$ cat src/rtl/memoria_dados_param.sv
// ---------------------------------------------------------------------------
// memoria_dados_param
// Parametrised data memory for the processor datapath.
// - Synchronous write, registered read (1-cycle latency) with a valid strobe.
// - Hardware clear sweep: after reset release, or on a clear command, every
//   word is written with zero, one word per clock, while "ocupado" is high.
//   Requests are ignored during the sweep.
// - Accesses with label >= PROFUNDIDADE never touch the array: writes are
//   dropped and reads return zero (still with dado_valido).
//
// Optional feature macro: MEMO_ERRO_EN
//   defined   -> "erro" pulses for one cycle on an accepted out-of-range access
//   undefined -> "erro" is tied to 0
//
// Ports:
//   clk          in   rising-edge clock
//   reset        in   asynchronous active-low reset
//   label        in   [LARGURA_END]  word address
//   dado         in   [LARGURA_DADO] write data
//   EscrMemo     in   write request
//   LerMemo      in   read request
//   limpar       in   clear request (single-cycle pulse is enough)
//   dadoEscrito  out  [LARGURA_DADO] registered read data
//   dado_valido  out  one-cycle strobe when dadoEscrito is updated by a read
//   ocupado      out  clear sweep in progress
//   erro         out  out-of-range access flag
// ---------------------------------------------------------------------------
module memoria_dados_param #(
    parameter int LARGURA_DADO = 8,
    parameter int LARGURA_END  = 8,
    parameter int PROFUNDIDADE = 24
) (
    input  logic                    clk,
    input  logic                    reset,
    input  logic [LARGURA_END-1:0]  label,
    input  logic [LARGURA_DADO-1:0] dado,
    input  logic                    EscrMemo,
    input  logic                    LerMemo,
    input  logic                    limpar,
    output logic [LARGURA_DADO-1:0] dadoEscrito,
    output logic                    dado_valido,
    output logic                    ocupado,
    output logic                    erro
);

    localparam int LARGURA_CNT = (PROFUNDIDADE > 1) ? $clog2(PROFUNDIDADE) : 1;
    localparam logic [LARGURA_CNT-1:0] ULTIMO = LARGURA_CNT'(PROFUNDIDADE - 1);
    localparam logic [LARGURA_END:0]   LIMITE = (LARGURA_END + 1)'(PROFUNDIDADE);

    typedef enum logic [0:0] {
        LIMPANDO = 1'b0,
        OCIOSO   = 1'b1
    } estado_t;

    estado_t                 r_estado;
    logic [LARGURA_CNT-1:0]  r_cnt;
    logic [LARGURA_DADO-1:0] r_memo [PROFUNDIDADE];
    logic [LARGURA_DADO-1:0] r_dado_lido;
    logic                    r_valido;
    logic                    r_ocupado;

    logic                    w_no_intervalo;
    logic [LARGURA_CNT-1:0]  w_idx;
    logic                    w_aceita;
    logic                    w_escreve;
    logic                    w_le;
    logic                    w_mem_we;
    logic [LARGURA_CNT-1:0]  w_mem_addr;
    logic [LARGURA_DADO-1:0] w_mem_wdata;
    logic [LARGURA_DADO-1:0] w_dado_lido;

    // Extra leading zero bit keeps the compare valid when PROFUNDIDADE == 2^LARGURA_END.
    assign w_no_intervalo = ({1'b0, label} < LIMITE);

    // Out-of-range labels are folded to 0 so the array is never indexed past its end.
    assign w_idx = w_no_intervalo ? label[LARGURA_CNT-1:0] : '0;

    // A request is accepted only when idle and not overridden by a clear.
    assign w_aceita  = (r_estado == OCIOSO) && !limpar;
    assign w_escreve = w_aceita && EscrMemo && w_no_intervalo;
    assign w_le      = w_aceita && LerMemo;

    // Old contents are sampled here before the write lands, giving read-before-write.
    assign w_dado_lido = w_no_intervalo ? r_memo[w_idx] : '0;

    // Single array write port, shared between the clear sweep and user writes.
    always_comb begin
        w_mem_we    = 1'b0;
        w_mem_addr  = '0;
        w_mem_wdata = '0;
        if (r_estado == LIMPANDO) begin
            w_mem_we    = 1'b1;
            w_mem_addr  = r_cnt;
            w_mem_wdata = '0;
        end else if (w_escreve) begin
            w_mem_we    = 1'b1;
            w_mem_addr  = w_idx;
            w_mem_wdata = dado;
        end else begin
            w_mem_we    = 1'b0;
            w_mem_addr  = '0;
            w_mem_wdata = '0;
        end
    end

    // Storage array; no reset, contents are cleared by the sweep instead.
    always_ff @(posedge clk) begin
        if (w_mem_we) begin
            r_memo[w_mem_addr] <= w_mem_wdata;
        end
    end

    // Control state machine with registered read data, valid strobe and busy flag.
    always_ff @(posedge clk or negedge reset) begin
        if (!reset) begin
            r_estado    <= LIMPANDO;
            r_cnt       <= '0;
            r_dado_lido <= '0;
            r_valido    <= 1'b0;
            r_ocupado   <= 1'b1;
        end else begin
            r_valido <= 1'b0;
            case (r_estado)
                LIMPANDO: begin
                    if (r_cnt == ULTIMO) begin
                        r_estado  <= OCIOSO;
                        r_ocupado <= 1'b0;
                        r_cnt     <= '0;
                    end else begin
                        r_cnt <= r_cnt + LARGURA_CNT'(1);
                    end
                end
                OCIOSO: begin
                    if (limpar) begin
                        r_estado  <= LIMPANDO;
                        r_cnt     <= '0;
                        r_ocupado <= 1'b1;
                    end else if (w_le) begin
                        r_dado_lido <= w_dado_lido;
                        r_valido    <= 1'b1;
                    end
                end
                default: begin
                    r_estado  <= LIMPANDO;
                    r_cnt     <= '0;
                    r_ocupado <= 1'b1;
                end
            endcase
        end
    end

    assign dadoEscrito = r_dado_lido;
    assign dado_valido = r_valido;
    assign ocupado     = r_ocupado;

`ifdef MEMO_ERRO_EN
    logic r_erro;

    // One-cycle flag for an accepted access whose label lies beyond the array.
    always_ff @(posedge clk or negedge reset) begin
        if (!reset) begin
            r_erro <= 1'b0;
        end else begin
            r_erro <= w_aceita && (EscrMemo || LerMemo) && !w_no_intervalo;
        end
    end

    assign erro = r_erro;
`else
    assign erro = 1'b0;
`endif

endmodule

$ cat config.mk
export PLATFORM = sky130hd
export DESIGN_NAME = memoria_dados_param
export DESIGN_NICKNAME = d
export VERILOG_FILES = /design/src/rtl/memoria_dados_param.sv
export SDC_FILE = /design/constraint.sdc
export NUM_CORES = 1
export LEC_CHECK = 0
export ABC_AREA = 1
export BUFFER_PORTS_ARGS = -buffer_cell sky130_fd_sc_hd__buf_4
export CAP_MARGIN = 20
export CORE_ASPECT_RATIO = 0.5
export CORE_UTILIZATION = 35
export CTS_CLUSTER_SIZE = 10
export DETAILED_ROUTE_END_ITERATION = 16
export GPL_TIMING_DRIVEN = 0
export PLACE_DENSITY = 0.49
export SLEW_MARGIN = 20
export SYNTH_ARGS = -nofsm -noshare
export SYNTH_HDL_FRONTEND = slang
export SYNTH_SLANG_ARGS = --single-unit
$ cat constraint.sdc
create_clock -name clk -period 2.35 [get_ports clk]
set_clock_uncertainty 0.1 [all_clocks]
set_input_delay 0.235 -clock clk [delete_from_list [all_inputs] [get_ports clk]]
set_output_delay 0.235 -clock clk [all_outputs]
set_load 0.03 [all_outputs]
* Word level (Yosys, flattened, before mapping)
Memory sizes are Yosys's and may differ from the RTL's.
Cells that the tools add are included.
** Cells by class
- Equal/unequal tests :: 3
- Order comparisons :: 1
- Multiplexer cells :: 22
- $add $sub $neg :: 1
- Reduce and logical (&&, ||, !) cells :: 7
- Bitwise operators :: 2
** Operator list (count)
- $mux W5 :: 5
- $mux W8 :: 3
- $mux W1 :: 11
- $pmux W5 S2 :: 1
- $lt A8 B5 Y1 const B :: 1
- $add A5 B1 Y5 const B :: 1
- $eq A5 B5 Y1 const B :: 1
- $logic_and A1 B1 Y1 :: 4
- $pmux W1 S2 :: 2
- $reduce_and A3 Y1 :: 1
- $ne A2 B1 Y1 const B :: 1
- $ne A2 B2 Y1 const B :: 1
- $not A1 Y1 :: 2
- $reduce_and A2 Y1 :: 1
- $logic_not A1 Y1 :: 1
** Storage, ports and cells
- Register bits :: 16
- Output and inout port bits :: 11
- Bits in writable memories :: 192
- Logic and storage cells :: 42
- Input port bits :: 21
- Memories :: 1
** Memories
- r_memo :: depth 24, bits a word 8, rd ports 1, clocked after Yosys merged registers in 0, write ports 1, RTL line 57 : logic [LARGURA_DADO-1:0] r_memo [PROFUNDIDADE];

* Depth between registers and ports, before layout
- Depth after elaboration :: 8
- Depth in mapped cells :: 13

* Least setup slack after synthesis
Ideal clock, no wire load.
- Kind :: register to register
- From :: register r_estado
- To :: memory r_memo[10][0] (enable)
- Stages on the path, launching flop included :: 8
- Setup slack :: 240 ps
- Buffers on the path :: 1
- Library setup time :: 370 ps
- Arrival :: 1640 ps
- Cell sequence :: dfrtp_1 > inv_1 > nor2_1 > nand3_2 > buf_2 > a21oi_1 > nand2_1 > nor2_1
** Between the ends
- Cells in the longest elaborated chain, start to end :: 7
** Ends and longest elaborated chain
- from (decl) :: RTL line 55 : estado_t r_estado;
- from (signal assigned) :: RTL line 116 : r_estado <= LIMPANDO;
- from (signal assigned) :: RTL line 126 : r_estado <= OCIOSO;
- from (signal assigned) :: RTL line 135 : r_estado <= LIMPANDO;
- $logic_and A1 B1 Y1 :: RTL line 79 : assign w_aceita = (r_estado == OCIOSO) && !limpar;
- $logic_and A1 B1 Y1 (2 in a row) :: RTL line 80 : assign w_escreve = w_aceita && EscrMemo && w_no_intervalo;
- $mux W1 :: RTL line 95 : end else if (w_escreve) begin
- $mux W1 :: RTL line 91 : if (r_estado == LIMPANDO) begin
- $mux W1 :: RTL line 108 : if (w_mem_we) begin
- $mux W1 (implied by the code) :: RTL line 109 : r_memo[w_mem_addr] <= w_mem_wdata;
- to (decl) :: RTL line 57
Parallel ways exist; a longest one is shown, timed or not.

* Worst setup path in the final report
- From :: register r_estado
- To :: memory r_memo[13][2] (enable)
Same word-level chain as after synthesis.

==> run_results.csv <==
group,metric,value,unit
sta,setup_viol,0,
placement,port_buffers,29,
sta,fin_crit,2230,ps
clock_tree,clk_latency,510,ps
sta,fin_crit_sh,0.951,
route,dr.first_iter.drc_count,488,
route,drc_errors,0,
worst_hold_path,min_path_type,"input pin to flop",
floorplanning,rows,40,
synthesis,async_reset_ff_frac,0.0769,
clock_tree,cts_sinks,208,
route,via_count,6079,
sta,hold_violations,0,
cells_and_area,final_nets,955,
clock_tree,cts_root_buf,"clkbuf_16",
global_route,grt_pass1_vias,5943,
worst_setup_path,end_kind,"flop",
synthesis,synthTopCellsByArea,"edfxtp_1 (65%), nand2_1 (13%), nand3_1 (4.7%)",
synthesis,synth.net_count,882,
sta,maxSlewViolCount,0,
floorplanning,die_w,228,um
global_route,grt_max_degree,25,
floorplanning,io_pins,32,
worst_setup_path,r2r_cells,9,
pwr,finalPower,0.0104,W
cells_and_area,n_antenna_cell,0,
flow_run,max_cap_viol_count,0,
worst_setup_path,critPathTopFamily,"buffers and inverters",
worst_setup_path,max_stage_delay,400,ps
cells_and_area,post-route-util,0.447,
route,routedWlPerCell,19.3,um
route,viasPerCell,4.72,
worst_setup_path,critPathBufInv,4,
cells_and_area,synthToLayoutAreaGrowth,22.7,%
placement,gp_congestion,0.885,
sta,fmaxAchievable,447,MHz
cells_and_area,final_cell_mix,"nand2_1 (294), edfxtp_1 (192), nand3_1 (82), nor2_1 (68), inv_1 (60)",
global_route,grt_overflow_total,0,
placement,placedCellCount,1230,
synthesis,synthFlopType,"edfxtp_1",
worst_setup_path,worstPathArrival,2410,ps
cells_and_area,seqCellArea,6170,um2
global_route,antenna_found_initial,1,
pwr,p_leak,4.58,nW
global_route,grt_use_total,0.194,
worst_hold_path,whs_path_depth,3,
cells_and_area,drive_gt1_frac,0.174,
worst_setup_path,crit_slowest_cell,"dfrtp_1",
outcome,status,"completed",
placement,place_hpwl,17000,um
sta,worst_pin_slew,793,ps
route,firstDrtPassIters,5,
global_route,grt_pass1_wl,37100,um
worst_setup_path,worst_setup_path_start_kind,"flop",
synthesis,netlist_area,8940,um2
synthesis,yosysTopAreaCellShare,0.645,
worst_setup_path,crit_path_cell_trace,"inv_1 > nor2_4 > nand3_2 > buf_6 > o22ai_4 > inv_2 > nand2_4 > nor2_4 > buf_12",
floorplanning,start_util,0.364,
cells_and_area,multi_input_area,2700,um2
pwr,pwr_density_cell,951,nW/um2
synthesis,synth.ff_latch_count,208,
cells_and_area,fillers,2335,
route,routed_wl,24900,um
sta,hold_ws,18.7,ps
floorplanning,die_y,115,um
synthesis,ys_seq_area_frac,0.690,
worst_setup_path,cp.required,2520,ps
cells_and_area,layout_commonest_cell,"nand2_1",
floorplanning,dieArea,26200,um2
worst_setup_path,crit_top_cell,"nor2_4",
clock_tree,cts_tree,"yes",
synthesis,synth_top_area_cell,"edfxtp_1",
clock_tree,cts.htree.levels,1,
synthesis,synth-edff-count,192,
worst_setup_path,path_depth,9,
synthesis,yosysWarnings,0,
clock_tree,clkTransAtPathRegs,60,ps
synthesis,yosysUniqueCellTypes,30,
synthesis,synthCells,860,
cells_and_area,stdcell_count,1287,
route,ant_nets,0,
floorplanning,core-area,24500,um2
clock_tree,cts.path.max_buffers,3,
worst_setup_path,path_class,"flop to flop",
sta,timing.slew.headroom,0.470,
pwr,vdd_drop_max,555,uV
clock_tree,numCtsBuffers,24,
synthesis,avgSynthCellArea,10.4,um2
worst_setup_path,cp_max_fo,10,
==> routing by layer <==
metal / GRT usage / share of wire
met1: 0.298 / 0.52
met2: 0.285 / 0.41
met3: 0.0372 / 0.058
met4: 0.0385 / 0.016
met5: 0 / 0
==> metrics by stage <==
step	worst slack, ps	area (um2)	setup TNS (ps)
2_1_floorplan	240	8940	0
3_3_place_gp	-1430	9580	-303290
3_5_place_dp	-655	9740	-105120
4_1_cts	2.55	10800	0
5_1_grt	-3.05	11000	-7.24
6_report	115	11000	0
==> cells by family (layout without fill, tap and decap cells) <==
family | after synthesis | after routing | synth area share
AOI/OAI and AO/OA | 47 | 47 | 0.0295
buffers and inverters | 103 | 194 | 0.0489
adders and majority gates | 1 | 1 | 0.00140
and+or+nand+nor | 499 | 499 | 0.229
DFF | 208 | 208 | 0.690
xor gates and xnor gates | 1 | 1 | 0.000980
other | 1 | 1 | 0.000420
==> cells in the mapped netlist, drive strengths merged, types with 2 or more instances <==
library cell and instances:
a21oi 36, o22ai 4, nand3 86, nor2 106
dfrtp 15, nand2 304, buf 29, inv 66
clkbuf 8, edfxtp 192, nand4 2, o21ai 5
==> layout make-up <==
type / instances / share of cell area
Buffer: 37 / 0.0179
Clock buffer: 44 / 0.0636
Inverter: 66 / 0.0226
Multi-Input combinational cell: 549 / 0.246
Sequential cell: 208 / 0.562
Tap cell: 336 / 0.0383
Timing Repair Buffer: 47 / 0.0492
==> flip-flops by register name (all words and copies together) (netlist names) <==
register	count
dadoEscrito	8
dado_valido	1
ocupado	1
r_cnt	5
r_estado	1
r_memo	192
==> where the power goes <==
part | switching, W | internal [W]
Sequential | 0.000151 | 0.00462
Clock | 0.00142 | 0.00198
Combinational | 0.00159 | 0.000667
Total | 0.00316 | 0.00726
==> worst register-to-register path: cells and delay by family (launching register included) <==
| kind | cells | cell delay (ps) |
|---|---|---|
| and+or+nand+nor | 4 | 610 |
| buffers and inverters | 4 | 610 |
| AOI/OAI and AO/OA | 1 | 280 |
| DFF | 1 | 400 |
==> timing repair <==
| action | in CTS | in global routing |
|---|---|---|
| buffers inserted | 8 | 3 |
| hold buffers | 2 | 0 |
| setup endpoints to repair | 263 | 192 |
| hold endpoints to repair | 20 | 0 |
| gates resized for setup | 62 | 21 |
| pin swaps | 16 | 10 |
==> path summary, 6_finish.rpt <==
check	end	slack, ps	start
worst max-delay path	r_memo[13][2]$_DFFE_PP_	120	r_estado$_DFF_PN0_
worst min-delay path	r_memo[11][4]$_DFFE_PP_	20	dado[4]
worst max register to register	r_memo[13][2]$_DFFE_PP_	120	r_estado$_DFF_PN0_
worst min register to register	dadoEscrito[6]$_DFFE_PN0P_	380	dadoEscrito[6]$_DFFE_PN0P_
max in group asynchronous	ocupado$_DFFE_PN1P_	1850	reset
min in group asynchronous	r_cnt[1]$_DFFE_PN0P_	40	reset
No activity file was read; power rests on OpenSTA's default activity.
